[src/rtl/inst_fetch_pkg.sv]
// Shared types and constants for the instruction fetch stage.
// Holds the fetch FSM state enum, the bus widths and the NOP word.
package inst_fetch_pkg;

    localparam int ADDR_W = 32;
    localparam int DATA_W = 32;

    localparam logic [DATA_W-1:0] INST_NOP = '0;

    typedef enum logic [2:0] {
        S_IDLE,
        S_WAIT_ADDR,
        S_WAIT_DATA,
        S_HOLD,
        S_CANCEL
    } fetch_state_t;

endpackage

[src/rtl/inst_fetch_if.sv]
// Instruction bus between the fetch stage (master) and the memory side (slave).
// The master issues one word request at a time; the slave acknowledges the address first, then returns the data.
interface inst_fetch_if;
    import inst_fetch_pkg::*;

    logic              inst_req;
    logic [ADDR_W-1:0] inst_addr;
    logic              inst_addr_ok;
    logic              inst_data_ok;
    logic [DATA_W-1:0] inst_rdata;

    modport master (
        output inst_req, inst_addr,
        input  inst_addr_ok, inst_data_ok, inst_rdata
    );

    modport slave (
        input  inst_req, inst_addr,
        output inst_addr_ok, inst_data_ok, inst_rdata
    );

endinterface

[src/rtl/inst_fetch.sv]
// Instruction fetch stage: one outstanding bus read, holds the fetched word until decode takes it.
// Build option IF_ADEL_CHECK_EN: misaligned PCs skip the bus and are reported via adel_o.
//
// state       | meaning
// ------------+-------------------------------------------------------------
// S_IDLE      | latch pc_i and raise the bus request
// S_WAIT_ADDR | request pending, waiting for inst_addr_ok
// S_WAIT_DATA | address accepted, waiting for inst_data_ok
// S_HOLD      | instruction valid, held until decode accepts it
// S_CANCEL    | flushed transaction, drain its data and drop it
module inst_fetch
    import inst_fetch_pkg::*;
(
    input  logic              clk,
    input  logic              rst,
    input  logic [ADDR_W-1:0] pc_i,
    input  logic              flush,
    input  logic              stall_i,
    inst_fetch_if.master      bus,
    output logic              inst_valid_o,
    output logic [DATA_W-1:0] inst_o,
    output logic [ADDR_W-1:0] inst_pc_o,
    output logic              adel_o,
    output logic              stall_req_o
);

    fetch_state_t      state, state_nx;
    logic              req_q, req_nx;
    logic [ADDR_W-1:0] addr_q, addr_nx;
    logic [ADDR_W-1:0] req_addr, req_addr_nx;
    logic              valid_q, valid_nx;
    logic [DATA_W-1:0] inst_q, inst_nx;
    logic [ADDR_W-1:0] pc_q, pc_nx;
    logic              flush_pend, flush_pend_nx;
`ifdef IF_ADEL_CHECK_EN
    logic              adel_q, adel_nx;
`endif

    always_comb begin
        state_nx      = state;
        req_nx        = req_q;
        addr_nx       = addr_q;
        req_addr_nx   = req_addr;
        valid_nx      = valid_q;
        inst_nx       = inst_q;
        pc_nx         = pc_q;
        flush_pend_nx = flush_pend;
`ifdef IF_ADEL_CHECK_EN
        adel_nx       = adel_q;
`endif
        case (state)
            S_IDLE: begin
                // pc_i is stale during a flush; wait one cycle for the new PC
                if (!flush) begin
                    req_addr_nx = pc_i;
`ifdef IF_ADEL_CHECK_EN
                    if (pc_i[1:0] != 2'b00) begin
                        valid_nx = 1'b1;
                        inst_nx  = INST_NOP;
                        pc_nx    = pc_i;
                        adel_nx  = 1'b1;
                        state_nx = S_HOLD;
                    end else
`endif
                    begin
                        req_nx   = 1'b1;
                        addr_nx  = {pc_i[ADDR_W-1:2], 2'b00};
                        state_nx = S_WAIT_ADDR;
                    end
                end
            end
            S_WAIT_ADDR: begin
                if (bus.inst_addr_ok) begin
                    req_nx        = 1'b0;
                    flush_pend_nx = 1'b0;
                    state_nx      = (flush || flush_pend) ? S_CANCEL : S_WAIT_DATA;
                end else if (flush) begin
                    flush_pend_nx = 1'b1;
                end
            end
            S_WAIT_DATA: begin
                if (bus.inst_data_ok) begin
                    if (!flush) begin
                        valid_nx = 1'b1;
                        inst_nx  = bus.inst_rdata;
                        pc_nx    = req_addr;
`ifdef IF_ADEL_CHECK_EN
                        adel_nx  = 1'b0;
`endif
                        state_nx = S_HOLD;
                    end else begin
                        state_nx = S_IDLE;
                    end
                end else if (flush) begin
                    state_nx = S_CANCEL;
                end
            end
            S_CANCEL: begin
                if (bus.inst_data_ok) state_nx = S_IDLE;
            end
            S_HOLD: begin
                if (flush || !stall_i) begin
                    valid_nx = 1'b0;
                    state_nx = S_IDLE;
                end
            end
            default: state_nx = S_IDLE;
        endcase
    end

    always_ff @(posedge clk) begin
        if (rst) begin
            state      <= S_IDLE;
            req_q      <= 1'b0;
            addr_q     <= '0;
            req_addr   <= '0;
            valid_q    <= 1'b0;
            inst_q     <= '0;
            pc_q       <= '0;
            flush_pend <= 1'b0;
`ifdef IF_ADEL_CHECK_EN
            adel_q     <= 1'b0;
`endif
        end else begin
            state      <= state_nx;
            req_q      <= req_nx;
            addr_q     <= addr_nx;
            req_addr   <= req_addr_nx;
            valid_q    <= valid_nx;
            inst_q     <= inst_nx;
            pc_q       <= pc_nx;
            flush_pend <= flush_pend_nx;
`ifdef IF_ADEL_CHECK_EN
            adel_q     <= adel_nx;
`endif
        end
    end

    assign bus.inst_req  = req_q;
    assign bus.inst_addr = addr_q;
    assign inst_valid_o  = valid_q;
    assign inst_o        = inst_q;
    assign inst_pc_o     = pc_q;
`ifdef IF_ADEL_CHECK_EN
    assign adel_o        = adel_q;
`else
    assign adel_o        = 1'b0;
`endif

    // The PC register advances only on the cycle decode consumes the held word
    assign stall_req_o = !(state == S_HOLD && !stall_i && !flush);

endmodule

[src/flat_wrapper.sv]
// flat-port wrapper written by rule: the top's interface ports become plain ports
module inst_fetch_flat import inst_fetch_pkg::*;
  (clk, rst, pc_i, flush, stall_i, inst_valid_o, inst_o, inst_pc_o, adel_o, stall_req_o, bus_inst_req, bus_inst_addr, bus_inst_addr_ok, bus_inst_data_ok, bus_inst_rdata);
  inst_fetch_if bus_i ();
  input  logic clk;
  input  logic rst;
  input  logic [ADDR_W-1:0] pc_i;
  input  logic flush;
  input  logic stall_i;
  output logic inst_valid_o;
  output logic [DATA_W-1:0] inst_o;
  output logic [ADDR_W-1:0] inst_pc_o;
  output logic adel_o;
  output logic stall_req_o;
  output wire logic [$bits(bus_i.inst_req)-1:0] bus_inst_req;
  output wire logic [$bits(bus_i.inst_addr)-1:0] bus_inst_addr;
  input wire logic [$bits(bus_i.inst_addr_ok)-1:0] bus_inst_addr_ok;
  input wire logic [$bits(bus_i.inst_data_ok)-1:0] bus_inst_data_ok;
  input wire logic [$bits(bus_i.inst_rdata)-1:0] bus_inst_rdata;
  assign bus_inst_req = bus_i.inst_req;
  assign bus_inst_addr = bus_i.inst_addr;
  assign bus_i.inst_addr_ok = bus_inst_addr_ok;
  assign bus_i.inst_data_ok = bus_inst_data_ok;
  assign bus_i.inst_rdata = bus_inst_rdata;
  inst_fetch u_core (.clk(clk), .rst(rst), .pc_i(pc_i), .flush(flush), .stall_i(stall_i), .bus(bus_i), .inst_valid_o(inst_valid_o), .inst_o(inst_o), .inst_pc_o(inst_pc_o), .adel_o(adel_o), .stall_req_o(stall_req_o));
endmodule
[config.mk]
export PLATFORM = sky130hd
export DESIGN_NAME = inst_fetch_flat
export DESIGN_NICKNAME = d
export VERILOG_FILES = /design/src/rtl/inst_fetch_pkg.sv /design/src/rtl/inst_fetch_if.sv /design/src/rtl/inst_fetch.sv /design/src/flat_wrapper.sv
export SDC_FILE = /design/constraint.sdc
export NUM_CORES = 1
export LEC_CHECK = 0
export ABC_AREA = 1
export CAP_MARGIN = 30
export CORE_MARGIN = 3
export CORE_UTILIZATION = 38
export DETAILED_ROUTE_END_ITERATION = 8
export PLACE_DENSITY_LB_ADDON = 0.2
export RECOVER_POWER = 50
export SKIP_LAST_GASP = 1
export SYNTH_ARGS = -nofsm -noshare
export SYNTH_HDL_FRONTEND = slang
export SYNTH_SLANG_ARGS = --single-unit
export TNS_END_PERCENT = 30
[constraint.sdc]
create_clock -name clk -period 1.14 [get_ports clk]
set_input_delay 0.228 -clock clk [delete_from_list [all_inputs] [get_ports clk]]
set_output_delay 0.228 -clock clk [all_outputs]
set_load 0.005 [all_outputs]
# Yosys cells after proc, flatten, opt, wreduce, memory -nomap -nowiden
# Index checks and enable logic that the tools add are counted.
# word_totals
output_inout_bits	100
word_cells	54
ff_bits	132
inputBits	70
# classes
eq_ne	11
n_bitwise	1
mux	17
reduce_logical	17
# op_table
cell	n
$mux W3	7
$pmux W3 S5	1
$ne A2 B2 Y1 const B	5
$eq A3 B2 Y1 const B	2
$mux W1	6
$reduce_and A3 Y1	2
$reduce_bool A2 Y1	3
$reduce_and A5 Y1	1
$pmux W1 S2	2
$reduce_and A2 Y1	2
$reduce_and A4 Y1	1
$eq A3 B1 Y1 const B	1
$eq A3 B3 Y1 const B	1
$logic_not A1 Y1	3
$logic_not A3 Y1	1
$ne A3 B3 Y1 const B	1
$logic_and A1 B1 Y1	2
$logic_or A1 B1 Y1	2
$mux W2	1
$ne A2 B1 Y1 const B	1
$not A1 Y1	1

# Logic depth before layout (Yosys ltp)
# depth
ltp_word	4
ltp_mapped	9
ltp_nobuf	8

# Least setup slack after synthesis
# Ideal clock, no wire load.
# synth_path
path_kind	register to register
startpoint	reg u_core.state[2]
endpoint	reg u_core.inst_q[10] (netlist: u_core.inst_o[10])
n_path_buf	1
slack_ns	-0.092
t_arrival_ns	1.116
path_stages_with_launch	8
setup_ns	0.116
period_less_slack_ns	1.232
required_ns	1.024
path_cell_list	dfxtp_1 > nor2_4 > nand2_2 > nor2_8 > inv_2 > buf_2 > nor2_1 > nor2_1
# synth_between
elab_chain_cells	2
# synth_rtl
element	line	source
start, declared	inst_fetch.sv:27	fetch_state_t state, state_nx;
start signal, assigned	inst_fetch.sv:125	state <= state_nx;
$eq A3 B2 Y1	inst_fetch.sv:51	case (state)
$reduce_and A3 Y1 (no line)	-	
end signal, assigned	inst_fetch.sv:130	inst_q <= inst_nx;
end, declared	inst_fetch.sv:32	logic [DATA_W-1:0] inst_q, inst_nx;
# Every way passes these cells.
# A chain may end at the register's enable or synchronous reset.

# Worst setup path after layout
# layout_path
startpoint	reg u_core.state[0]
endpoint	reg u_core.req_addr[28]
# layout_between
elab_chain_cells	2
# layout_rtl
element	line	source
$logic_not A3 Y1	inst_fetch.sv:51	
$reduce_and A2 Y1 (no line)	-	
end signal, assigned	inst_fetch.sv:128	req_addr <= req_addr_nx;
end, declared	inst_fetch.sv:30	logic [ADDR_W-1:0] req_addr, req_addr_nx;
# Every way passes these cells.

==> impl_metrics.py <==
metrics = {
    "cts": {
        "cts_tree": "yes",
        "cts.clk_slew.worst_paths_ps": 110,
        "clock-sinks": 102,
        "clk_path_buf_depth": 2,
        "cts-root-buf": "clkbuf_8",
        "insertion_delay_ps": 360,
        "htreeDepth": 3,
        "cts_made_buffers": 9,
    },
    "detailed_routing": {
        "final_antenna_net_count": 0,
        "route.vias.total": 3759,
        "wl_mm": 11.4,
        "vias_per_cell": 4.84,
        "drc": 0,
        "wire_per_inst_um": 14.7,
        "drt_first_pass_iters": 4,
        "initialDrtViolationCount": 181,
    },
    "synth": {
        "syn_avg_cell_area_um2": 8.00,
        "yosys.area.top_type": "dfxtp_1",
        "syn_area_um2": 3930,
        "synth_cells": 491,
        "synth.area.top_cells": "dfxtp_1, o21ai_0, a21oi_1, nor2_1, buf_4",
        "synth-seq-area-share": 0.520,
        "ys_warn_count": 0,
        "synth_edf_count": 0,
        "synthArstFlopShare": 0,
        "ys_types": 20,
        "synth_top_flop_cell": "dfxtp_1",
        "ys_top_cells_by_count": "dfxtp_1, nor2_1, o21ai_0",
        "synth.most_common_cell": "dfxtp_1",
        "yosysTopAreaCellShare": 0.520,
        "synth-seq-cells": 102,
    },
    "power_and_ir_drop": {
        "switchingPower_mw": 3.66,
        "intPower_mw": 6.96,
        "ir_drop_uv": 889,
        "clockPowerShare": 0.196,
        "power_mw": 10.6,
        "leakagePower_nw": 2.75,
        "switching_share": 0.344,
        "pwr-share-comb": 0.366,
        "powerDensity_nw_per_um2": 1780,
        "seqPwrFrac": 0.439,
    },
    "floorplan": {
        "die_y_um": 108,
        "core-area_um2": 9910,
        "die-area_um2": 11600,
        "fp-row-count": 36,
        "io-pin-count": 170,
        "initial_utilization": 0.397,
        "die_w_um": 108,
    },
    "timing": {
        "fin_setup_tns_ps": -20960,
        "worst_slack_ps": -283,
        "fmax_ghz": 0.703,
        "fin_crit_sh": 1.25,
        "final_hold_viol_count": 0,
        "hold_ws_ps": 390,
        "finalClockSkew_ps": 16.1,
        "slew_viol_final": 0,
        "rsz0062_at_grt": "yes",
        "period_needed_ps": 1420,
        "setup_viol": 140,
    },
    "placement": {
        "place_ws_ps": -621,
        "place_congestion": 0.811,
        "dp.cells": 746,
        "io_buffers": 166,
        "hpwl_mm": 7.01,
        "placed_area_um2": 5560,
    },
    "setup_path": {
        "crit_buf_inv": 3,
        "cp_cell_sequence": "buf_6 > nor2_4 > buf_4 > nand3_2 > buf_12 > o21ai_0 > a21oi_1",
        "cp_slowest_cell": "dfxtp_2",
        "cp_max_fo": 52,
        "worstSetupEndpointType": "register",
        "cp_data_arrival_time_ps": 1670,
        "worstPathRequired_ps": 1390,
        "worst_setup_path_start_kind": "register",
        "path_class": "reg2reg",
        "slowest_delay_ps": 340,
        "crit_family": "buffers and inverters",
    },
    "finish": {
        "drive_above_1_share": 0.331,
        "final_cell_count_no_fill": 777,
        "fin_util": 0.602,
        "design_area_um2": 5970,
        "num_antenna_cells": 0,
        "areaGrowthSynthToFinish_pct": 51.8,
        "layout.nets": 710,
    },
    "run": {
        "max-cap-violations": 0,
    },
    "global_route": {
        "grt_max_degree": 55,
        "grt_pass1_vias": 3477,
        "antenna_found_initial": 0,
        "grt_overflow": 0,
        "gr-usage-all-layers": 0.174,
        "grt_pass1_wl_mm": 16.4,
    },
    "status": {
        "status": "complete, but fails checks",
        "violations": "negative setup slack",
    },
    "min_path": {
        "hold_path_class": "in2reg",
    },
}
final cells by class:
cell class / count / area, µm²
Clock buffer: 10 / 128
Clock inverter: 5 / 41.3
Fill cell: 938 / 3940
Inverter: 43 / 166
Multi-Input combinational cell: 284 / 1470
Sequential cell: 102 / 2130
Tap cell: 133 / 166
Timing Repair Buffer: 200 / 1860
flip-flops by register name, summed over array words and instances (netlist names):
signal and count:
u_core.bus.inst_addr 1, u_core.bus.inst_req 1, u_core.flush_pend 1, u_core.inst_o 32, u_core.inst_pc_o 32, u_core.inst_valid_o 1, u_core.req_addr 31, u_core.state 3
worst paths after layout:
check / endpoint / startpoint / slack (ps) / cells past startpoint
worst max-delay path: u_core.req_addr[28]$_SDFFE_PP0P_ / u_core.state[0]$_SDFFE_PP0P_ / -280 / 7
worst min-delay path: u_core.inst_valid_o$_SDFFE_PP0P_ / bus_inst_data_ok / 390 / 6
worst max register to register: u_core.req_addr[28]$_SDFFE_PP0P_ / u_core.state[0]$_SDFFE_PP0P_ / -280 / 7
worst min register to register: u_core.req_addr[0]$_SDFFE_PP0P_ / u_core.req_addr[0]$_SDFFE_PP0P_ / 460 / 2
layout by cell type, fill, tap and decap left out, types with 2 or more instances in the layout:
cell              n
a21oi_1          62
a21oi_2           4
buf_12            5
buf_16            3
buf_2            48
buf_4            19
buf_6             2
clkbuf_16         5
clkbuf_8          9
clkdlybuf4s15_2  10
clkdlybuf4s50_1  67
clkinvlp_4        2
conb_1            3
dfxtp_1          35
dfxtp_2          67
dlygate4sd2_1    38
dlymetal6s2s_1    2
inv_1            37
inv_2             5
inv_6             4
nand2_1           9
nand2_2           3
nand3_1           4
nand3_2           6
nor2_1           78
nor2_2            6
nor2_4            5
o21ai_0          68
o21ai_1          24
o21ai_2           4
o21ai_4           3
power groups by stage:
stage	Sequential (mW)	Clock, mW	Combinational (mW)
global placement	4.63	0	3.59
floorplan	4.64	0	2.16
finish	4.66	2.07	3.88
detailed placement	4.65	0	3.64
global route	4.74	2.28	4.26
CTS	4.67	2.14	3.43
kinds of logic (layout without fill, tap and decap cells):
logic type | count (synthesis) | count (layout) | synth area share
compound gates | 166 | 166 | 0.212
other cells | 1 | 3 | 0.000954
flops | 102 | 102 | 0.520
buf+inv | 107 | 258 | 0.147
simple gates | 115 | 115 | 0.121
timing repair:
action,4_1_cts,5_1_grt
hold endpoints to repair,0,0
gates cloned,2,5
endpoints found under the setup margin,199,152
resized for setup,354,55
hold buffers,0,0
setup buffers,7,2
pin swaps,5,7
worst min-delay path: cells and delay by family:
kind / cells / cell delay [ps]
buf+inv: 2 / 230
compound gates: 1 / 110
simple gates: 3 / 160
routing by layer:
metal / routed length, µm / vias to the layer above / global-route usage
li1: - / 1867 / -
met1: 4890 / 1725 / 0.224
met2: 5360 / 148 / 0.280
met3: 945 / 19 / 0.0510
met4: 192 / 0 / 0.0595
met5: 0 / - / 0
No activity file was read; power rests on OpenSTA's default activity.
